## src/rtl/mem_arb_pkg.sv

```systemverilog
// Shared types and constants for the data-memory arbiter.
// Build option: MEM_ARB_FIXED_PRIO_EN (see mem_arbiter.sv).
package mem_arb_pkg;

  localparam int ADDR_W_DEF = 7;
  localparam int DATA_W_DEF = 8;

  // Requester indices: 0 is the SPI slave FSM, 1 is the host port.
  localparam logic REQ_SPI  = 1'b0;
  localparam logic REQ_HOST = 1'b1;

  typedef enum logic [1:0] {
    IDLE   = 2'd0,
    ACCESS = 2'd1,
    RESP   = 2'd2
  } state_t;

endpackage

```

## src/rtl/arb_pick2.sv

```systemverilog
// Two-way winner selection: a lone request wins outright, a tie goes to the
// requester that was not granted most recently.
module arb_pick2
  import mem_arb_pkg::*;
(
  input  logic req0,
  input  logic req1,
  input  logic last,
  output logic winner
);

  // Pick the winner; with no request the output is a don't-care (SPI).
  always_comb begin
    winner = REQ_SPI;
    if (req0 && req1) begin
      winner = (last == REQ_HOST) ? REQ_SPI : REQ_HOST;
    end else if (req1) begin
      winner = REQ_HOST;
    end
  end

endmodule

```

## src/rtl/mem_arbiter.sv

```systemverilog
// Arbiter sharing one single-port data memory between the SPI slave FSM
// (requester 0) and the host port (requester 1).
// Build option: MEM_ARB_FIXED_PRIO_EN -- requester 0 always wins ties and the
// last-grant flag is not built; otherwise ties alternate round-robin.
//
// Handshake: a requester raises reqN with weN/addrN/wdataN and holds them
// stable until gntN. gntN is a one-cycle pulse marking the cycle the memory
// is driven; the transaction is then committed from latched values even if
// reqN drops. A request dropped before gntN is forgotten. For reads, rvalidN
// pulses for one cycle (the cycle after gntN) with the word on rdata.
module mem_arbiter
  import mem_arb_pkg::*;
#(
  parameter int ADDR_W = ADDR_W_DEF,
  parameter int DATA_W = DATA_W_DEF
) (
  input  logic              clk,
  input  logic              rst_n,
  input  logic              req0,
  input  logic              we0,
  input  logic [ADDR_W-1:0] addr0,
  input  logic [DATA_W-1:0] wdata0,
  input  logic              req1,
  input  logic              we1,
  input  logic [ADDR_W-1:0] addr1,
  input  logic [DATA_W-1:0] wdata1,
  output logic              gnt0,
  output logic              gnt1,
  output logic              rvalid0,
  output logic              rvalid1,
  output logic [DATA_W-1:0] rdata,
  output logic              dm_we,
  output logic [ADDR_W-1:0] dm_addr,
  output logic [DATA_W-1:0] dm_wdata,
  input  logic [DATA_W-1:0] dm_rdata,
  output logic              busy,
  output logic [1:0]        dbgState
);

  state_t            state;
  logic              owner;
  logic              pickWinner;
  logic              pickLast;
  logic              selWe;
  logic [ADDR_W-1:0] selAddr;
  logic [DATA_W-1:0] selWdata;

`ifdef MEM_ARB_FIXED_PRIO_EN
  // Presenting "host was last" makes every tie resolve to SPI.
  assign pickLast = REQ_HOST;
`else
  logic lastGnt;
  assign pickLast = lastGnt;
`endif

  arb_pick2 uPick (
    .req0   (req0),
    .req1   (req1),
    .last   (pickLast),
    .winner (pickWinner)
  );

  // Route the winning requester's command toward the latch.
  always_comb begin
    selWe    = we0;
    selAddr  = addr0;
    selWdata = wdata0;
    if (pickWinner == REQ_HOST) begin
      selWe    = we1;
      selAddr  = addr1;
      selWdata = wdata1;
    end
  end

  // Control FSM with registered outputs. dm_we/dm_addr/dm_wdata double as
  // the latched command during ACCESS. The memory returns read data by the
  // edge that closes ACCESS, so that edge loads rdata and raises rvalid,
  // making the response visible for the whole RESP cycle.
  always_ff @(posedge clk or negedge rst_n) begin
    if (!rst_n) begin
      state    <= IDLE;
      owner    <= REQ_SPI;
      gnt0     <= 1'b0;
      gnt1     <= 1'b0;
      rvalid0  <= 1'b0;
      rvalid1  <= 1'b0;
      dm_we    <= 1'b0;
      dm_addr  <= '0;
      dm_wdata <= '0;
      rdata    <= '0;
`ifndef MEM_ARB_FIXED_PRIO_EN
      lastGnt  <= REQ_HOST;
`endif
    end else begin
      gnt0    <= 1'b0;
      gnt1    <= 1'b0;
      rvalid0 <= 1'b0;
      rvalid1 <= 1'b0;
      dm_we   <= 1'b0;
      case (state)
        IDLE: begin
          if (req0 || req1) begin
            state    <= ACCESS;
            owner    <= pickWinner;
            gnt0     <= (pickWinner == REQ_SPI);
            gnt1     <= (pickWinner == REQ_HOST);
            dm_we    <= selWe;
            dm_addr  <= selAddr;
            dm_wdata <= selWdata;
`ifndef MEM_ARB_FIXED_PRIO_EN
            lastGnt  <= pickWinner;
`endif
          end
        end
        ACCESS: begin
          dm_addr  <= '0;
          dm_wdata <= '0;
          if (dm_we) begin
            state <= IDLE;
          end else begin
            state   <= RESP;
            rdata   <= dm_rdata;
            rvalid0 <= (owner == REQ_SPI);
            rvalid1 <= (owner == REQ_HOST);
          end
        end
        RESP: begin
          state <= IDLE;
        end
        default: begin
          state <= IDLE;
        end
      endcase
    end
  end

  assign busy     = (state != IDLE);
  assign dbgState = state;

endmodule

```

## config.mk

```make
export PLATFORM = sky130hd
export DESIGN_NAME = mem_arbiter
export DESIGN_NICKNAME = d
export VERILOG_FILES = /design/src/rtl/mem_arb_pkg.sv /design/src/rtl/arb_pick2.sv /design/src/rtl/mem_arbiter.sv
export SDC_FILE = /design/constraint.sdc
export NUM_CORES = 1
export LEC_CHECK = 0
export CORE_MARGIN = 2
export CORE_UTILIZATION = 35
export DETAILED_ROUTE_END_ITERATION = 10
export GPL_ROUTABILITY_DRIVEN = 0
export PLACE_DENSITY = 0.75
export SKIP_CTS_REPAIR_TIMING = 1
export SYNTH_ARGS = -nofsm -noshare
export SYNTH_HDL_FRONTEND = slang
export SYNTH_SLANG_ARGS = --single-unit
export TNS_END_PERCENT = 20
```

## constraint.sdc

```tcl
create_clock -name clk -period 1.6 [get_ports clk]
set_input_delay 0.16 -clock clk [delete_from_list [all_inputs] [get_ports clk]]
set_output_delay 0.16 -clock clk [all_outputs]
set_load 0.1 [all_outputs]
```

==> flow_summary_export.csv <==
group,metric,value,unit
timing,hold_viol_final,0,
placed_design,placed_cell_area,0.00240,mm^2
grt,grt_pass1_vias,1139,
critical_path,reg2regPathDepth,2,
timing,period_needed,1.48,ns
critical_path,cp_top_family,"flip-flops",
logic_synthesis,ys_types,21,
timing,rsz0062_at_grt,"false",
layout,final_layout_size_suffix_gt1_frac,0.333,
grt,grt_start_max_net_pins,33,
grt,grt_pass1_wl,5850,um
timing,tightest_slew,0.570,ns
clock_tree,cts_max_level,2,
layout,layout_commonest_cell,"clkdlybuf4s50_1",
critical_path,cpPeakStageDelay,0.53,ns
drt,drt_iter0_markers,71,
timing,hold-worst-slack,0.295,ns
clock_tree,numCtsBuffers,5,
placed_design,pre_cts_slack,-0.108,ns
critical_path,endpoint_kind,"flop",
critical_path,start_kind,"flop",
floorplanning,num_rows,22,
outcome,status,"finished, final reports clean",
logic_synthesis,synth_top_cell_by_area,"dfrtp_1",
grt,antenna_found_initial,0,
timing,setup_violations,0,
critical_path,worstPathRequired,1.76,ns
floorplanning,die_height,64.6,um
floorplanning,die_w,64.6,um
critical_path,critPathMaxFanout,15,
layout,syn_to_final_growth,93.9,%
floorplanning,start_util,0.356,
critical_path,cp.arrival,1.64,ns
layout,antenna_cells,0,
layout,layout_common_cells,"clkdlybuf4s50_1, buf_12, dfrtp_1, and3_1, a221o_1",
critical_path,setup.worst_path.start,"dbgState[1]",
logic_synthesis,syn_nets,140,
floorplanning,ios,75,
layout,multi_input_area,458,um^2
critical_path,cp.buffers_inverters,0,
critical_path,slowest_stage,"dfrtp_4",
timing,slew_headroom,0.620,
clock_tree,cts.sinks,32,
drt,dr.pass1.iters,4,
logic_synthesis,yosys_warnings,0,
drt,vias_per_cell,5.01,
clock_tree,cts_max_path_buffers,2,
drt,drc_errors,0,
placed_design,hpwl,2870,um
timing,fin_crit_sh,0.927,
layout,seq_area,811,um^2
worst_hold_path,hp-class,"input pin to asynchronous set/reset pin",
layout,fin_area,0.00249,mm^2
logic_synthesis,netlist_area,0.00128,mm^2
drt,ant_nets,0,
timing,max_freq,674,MHz
critical_path,timing.rr.start,"dbgState[1]",
critical_path,cp_num_cells,2,
logic_synthesis,netlist_instances,96,
logic_synthesis,ys_seq_elements,32,
logic_synthesis,synth.avg_cell_area,13.4,um^2
critical_path,cp_cell_sequence,"or2_1, a221o_1",
drt,vias,1112,
critical_path,critPathKind,"flop to flop",
logic_synthesis,synth_top_area_frac,0.604,
floorplanning,die_area,0.00417,mm^2
drt,wl_per_cell,16.8,um
clock_tree,clk_pin_slew_worst_paths,0.06,ns
layout,layout.nets,217,
drt,wirelength,3730,um
grt,gr-total-overflow,0,
timing,finalMaxSlewViolations,0,
logic_synthesis,synth_area_leaders,"dfrtp_1, a221o_1, and3_1, mux2_2, dfstp_2",
timing,fin_skew,0.00280,ns
clock_tree,cts_tree,"done",
logic_synthesis,yosysSeqAreaShare,0.624,
run,cap_violations,0,
layout,fill_cells,263,
clock_tree,ctsRootBufferMaster,"clkbuf_8",
floorplanning,core_area,0.00361,mm^2
clock_tree,clk_latency,0.27,ns
timing,worst_slack,0.117,ns
grt,grt_usage,0.191,
placed_design,portBuffers,74,
timing,fin_tns_setup,0,ns
flip-flops by register name (all words and copies together) (netlist names), 2 cells and up:
register / cells
dm_addr: 7
dm_wdata: 8
rdata: 8
dbgState: 2
logic make-up after synthesis:
kind of cell | count (synthesis) | synth area share
AO/OA/AOI/OAI | 18 | 0.132
buffers and inverters | 8 | 0.0321
flip-flops | 32 | 0.624
AND/OR/NAND/NOR | 30 | 0.141
multiplexers | 8 | 0.0701
metal layers:
| metal | share of wire | up-vias | GRT usage |
|---|---|---|---|
| li1 | - | 512 | - |
| met1 | 0.38 | 536 | 0.223 |
| met2 | 0.53 | 56 | 0.327 |
| met3 | 0.066 | 8 | 0.0608 |
| met4 | 0.021 | 0 | 0.0718 |
| met5 | 0 | - | 0 |
cells in the mapped netlist:
cell type	instances
o21ai_0	1
dfstp_2	1
nor3b_2	1
buf_2	3
nor3_1	1
buf_6	1
dfrtp_1	31
and2_1	2
nand2_1	1
a31oi_1	1
clkbuf_1	3
nand2b_1	2
a221o_1	15
or2_1	1
nor2b_1	1
nor2_1	4
inv_1	1
mux2_2	8
nor3b_1	1
a22o_1	1
and3_1	16
path summary, 6_finish.rpt:
kind / slack, ns / end
max: 0.12 / dm_wdata[4]
max in group asynchronous: 0.99 / lastGnt
max reg2reg: 0.12 / dm_wdata[4]
min: 0.30 / rvalid0
min in group clk: 0.46 / rvalid0
min reg2reg: 0.46 / rvalid0
stage by stage:
stage	utilization	cells
3_5_place_dp	0.666	214
2_1_floorplan	-	96
3_3_place_gp	0.666	214
4_1_cts	0.688	222
6_report	0.691	222
5_1_grt	0.691	222
area by class of cell:
| class | count | area share |
|---|---|---|
| clock buffer | 7 | 0.0306 |
| tap | 48 | 0.0241 |
| clock inverter | 1 | 0.00201 |
| inverter | 1 | 0.00301 |
| sequential | 32 | 0.325 |
| multi-input combinational | 56 | 0.184 |
| timing repair buffer | 77 | 0.431 |
Power is left out: the tool's default activity adds up to more than one toggle a clock period on the data nets, which glitch-free logic cannot reach.
==> edit 1, RTL diff (config.mk and constraints unchanged) <==
Add a define of `MEM_ARB_FIXED_PRIO_EN`.
--- a/src/rtl/mem_arbiter.sv
+++ b/src/rtl/mem_arbiter.sv
@@ -8,6 +8,8 @@
 // is driven; the transaction is then committed from latched values even if
 // reqN drops. A request dropped before gntN is forgotten. For reads, rvalidN
 // pulses for one cycle (the cycle after gntN) with the word on rdata.
+`define MEM_ARB_FIXED_PRIO_EN
+
 module mem_arbiter
   import mem_arb_pkg::*;
 #(
Check against the original RTL: not equivalent (Yosys sat finds a counterexample within 4 cycles, from zero or initial values and one cycle with rst_n low).
==> edit 1 against the unedited design <==
Wire length did not move. Via count rose by 4.3%. Maximum frequency fell by 3.0%. Area after synthesis rose by 0.58%. Count of clock-buffer cells in the layout rose by 1. Setup slack got worse by 46 ps. Core utilization rose by 0.69 points. Sequential cell count fell by 1. Design area rose by 1.0%. Largest cell class unchanged.
Power is not shown: default switching activity piles up to over one toggle a cycle in this logic, so the estimate is an artifact.
==> edit 1: results <==
[clocking]
cts_root_buf = clkbuf_8
cts-buffers-inserted = 5
h-tree-depth = 2
clk-insertion-delay-late_ps = 270
clk_pin_slew_ps = 60

[logic_synthesis]
synthMuxAreaShare_pct = 6.97
synth_compound_area_share_pct = 18.5
synthTopCellsByArea = dfrtp_1 60%, mux2_2 6.1%, o2bb2ai_1 5.4%
synth-async-reset-ratio_pct = 100
ys_types = 19
ys_seq_area_share_pct = 60.0
yosys_warnings = 0
syn_nets = 154
synth-xor-area-share_pct = 0
synth_cells = 110
synth_common_cells = 31 x dfrtp_1, 15 x nand2_1, 9 x a22oi_1

[detailed_routing]
wl_um = 3730
drt-wirelength-per-cell_um = 15.6
first_pass_iters = 4
drtIter0Drc = 29
viasPerCell = 4.85

[global_route]
grt-ovfl-total = 0
grt_pass1_wl_um = 6290
grt_use_total_pct = 19.6
grt_pass1_vias = 1342
antenna_found_initial = 0
grt_max_degree = 18

[sta]
skew_ps = 2.10
relSlewSlack_pct = 55.9

[cells_and_area]
antennaDiodeCount = 0
reg_top3 = dm_wdata: 8 flops, rdata: 8 flops, dm_addr: 7 flops
fill_cells = 261
drive_gt1_share_pct = 29.8

[min_path]
hold_class = in2async

[placement]
io_buffer_count = 74
place_hpwl_um = 2930
dp.cells = 231
place_area_mm2 = 0.00242

[status]
status = completed

[setup_path]
path_max_fanout = 11
cp_data_arrival_time_ps = 1370
## edit 1: cells by family (layout without fill, tap and decap cells)
family,count (synthesis),after routing
AO/OA/AOI/OAI,32,32
AND/OR/NAND/NOR,28,28
buffers and inverters,11,92
flip-flops,31,31
multiplexers,8,8
## edit 1: critical path: stages (launching register included)
cell     delay (ps)
dfrtp_4         500
nor2_1          130
inv_1           220
buf_12          240
## edit 1: final timing paths
| check | slack [ps] | cells after the start | start | endpoint |
|---|---|---|---|---|
| setup / recovery | 70 | 3 | dbgState[0] | busy |
| hold / removal | 200 | 1 | rst_n | dbgState[0] |
| setup reg to reg | 200 | 4 | dbgState[0] | dm_addr[5] |
| hold reg to reg | 460 | 1 | owner | rvalid0 |
| max in group asynchronous | 870 | 2 | rst_n | dm_wdata[0] |
| min in group clk | 460 | 1 | owner | rvalid0 |
## edit 1: metal layers
layer	vias up	GRT usage, %	routed length (µm)
li1	545	-	-
met1	555	23.6	1470
met2	51	32.9	1900
met3	9	4.17	258
met4	0	10.1	103
met5	-	0	0
## edit 1: layout make-up
| cell class | instances | area share (%) |
|---|---|---|
| sequential | 31 | 31.1 |
| clock buffer | 8 | 3.98 |
| inverter | 1 | 0.149 |
| timing repair buffer | 83 | 44.5 |
| multi-input combinational | 68 | 18.0 |
| tap | 48 | 2.39 |
## edit 1: stage by stage
step                utilization [%]  worst slack (ps)  setup TNS (ps)
floorplan                         -              9.03               0
global placement               67.0              20.4               0
detailed placement             67.0             -98.1            -597
CTS                            69.8              54.3               0
global route                   69.8              5.29               0
finish                         69.8              71.2               0
==> edit 2, RTL diff (same settings) <==
Without the edit above. Register the output `dbgState` once more, without a reset; this adds one clock of latency there. The other outputs are not delayed to match.
--- a/src/rtl/mem_arbiter.sv
+++ b/src/rtl/mem_arbiter.sv
@@ -135,7 +135,9 @@
   end
 
   assign busy     = (state != IDLE);
-  assign dbgState = state;
+  always_ff @(posedge clk) begin
+    dbgState <= state;
+  end
 
 endmodule
 
Behaviour: not the same (a bounded check fails within 4 cycles, from zero or initial values and one cycle with rst_n low).
==> edit 2 against the unedited design <==
Synthesized cell count up 2.1%. Core utilization up 0.43 points. Area after synthesis up 3.1%. Sequential cell count up 2. Design area up 2.2%. Maximum frequency down 3.1%. Worst hold slack worse by 11 ps. Setup slack worse by 48 ps. Non-clock buffer count up 2. Wire length up 1.4%. Highest routed layer unchanged.
Power is not shown: default switching activity piles up to over one toggle a cycle in this logic, so the estimate is an artifact.
==> edit 2: results <==
[logic_synthesis]
synth_cells = 98
syn_nets = 142
synth-main-ff-cell = dfrtp_1
synth_common_cells = 31 x dfrtp_1, 16 x and3_1, 15 x a221o_1
synthTopCellsByArea = dfrtp_1 59%, a221o_1 11%, and3_1 7.6%
ys_types = 22
yosys_warnings = 0
synth-async-reset-ratio_pct = 94.1
ys_seq_area_share_pct = 63.6

[global_route]
grt_use_total_pct = 19.9
grt-ovfl-total = 0
antenna_found_initial = 0
grt_max_degree = 33
grt_pass1_wl_um = 6220
grt_pass1_vias = 1225

[clocking]
h-tree-depth = 2
clk-insertion-delay-late_ps = 280
cts_buffer_depth = 2
cts_root_buf = clkbuf_8
clk_pin_slew_ps = 70
cts-buffers-inserted = 5

[sta]
worst_slew_pin_slew_ps = 541
skew_ps = 8.22

[setup_path]
cp_data_arrival_time_ps = 1690
path_max_fanout = 16

[cells_and_area]
drive_gt1_share_pct = 30.9
fin_nets = 221
instances_no_fill = 226
reg_top3 = dm_wdata: 8 flops, rdata: 8 flops, dm_addr: 7 flops
antennaDiodeCount = 0

[status]
status = completed

[detailed_routing]
viasPerCell = 5.12
wl_um = 3780
drtIter0Drc = 28
first_pass_iters = 6

[placement]
io_buffer_count = 74
place_hpwl_um = 2910
dp.cells = 218

[min_path]
hold_class = in2async
## edit 2: cells by family after synthesis
kind of cell | Yosys count | synth area share (%)
compound gates | 18 | 12.8
buf+inv | 8 | 3.12
flops | 34 | 63.6
mux | 8 | 6.80
simple gates | 30 | 13.7
## edit 2: worst max-delay path, cell delays in order, from the launching register on
cell     delay, ps
dfstp_2        550
nand2_1        260
and3_1         310
a221o_1        280
## edit 2: stage by stage
step / area [µm²] / setup slack [ps] / util, % / TNS [ps]
final: 2540 / 69.2 / 69.5 / 0
after global placement: 2450 / -13.5 / 66.9 / -177
after floorplan: 1330 / 20.7 / - / 0
after global routing: 2540 / 11.4 / 69.5 / 0
after detailed placement: 2450 / -109 / 66.9 / -1050
after CTS: 2540 / 71.2 / 69.5 / 0
## edit 2: area by class of cell
| cell class | count | area (µm²) |
|---|---|---|
| clock buffer | 6 | 82.6 |
| clock inverter | 2 | 12.5 |
| fill | 239 | 1120 |
| inverter | 1 | 3.75 |
| multi-input combinational | 56 | 442 |
| sequential | 34 | 843 |
| tap | 48 | 60.1 |
| timing repair buffer | 79 | 1100 |
## edit 2: per-layer routing
layer	wire (µm)	global-route usage (%)	part of all wire, %
met2	2000	33.9	53
met1	1410	21.9	37
met5	0	0	0
met4	154	13.0	4.1
met3	219	4.97	5.8
## edit 2: worst paths after layout
| kind | start | to | slack (ps) | cells after the start |
|---|---|---|---|---|
| hold / removal | rst_n | dm_wdata[4] | 280 | 2 |
| max in group asynchronous | rst_n | lastGnt | 1000 | 2 |
| min in group clk | owner | rvalid0 | 450 | 1 |
| hold reg to reg | owner | rvalid0 | 450 | 1 |
| setup reg to reg | lastGnt | dm_wdata[0] | 70 | 3 |
| setup / recovery | lastGnt | dm_wdata[0] | 70 | 3 |
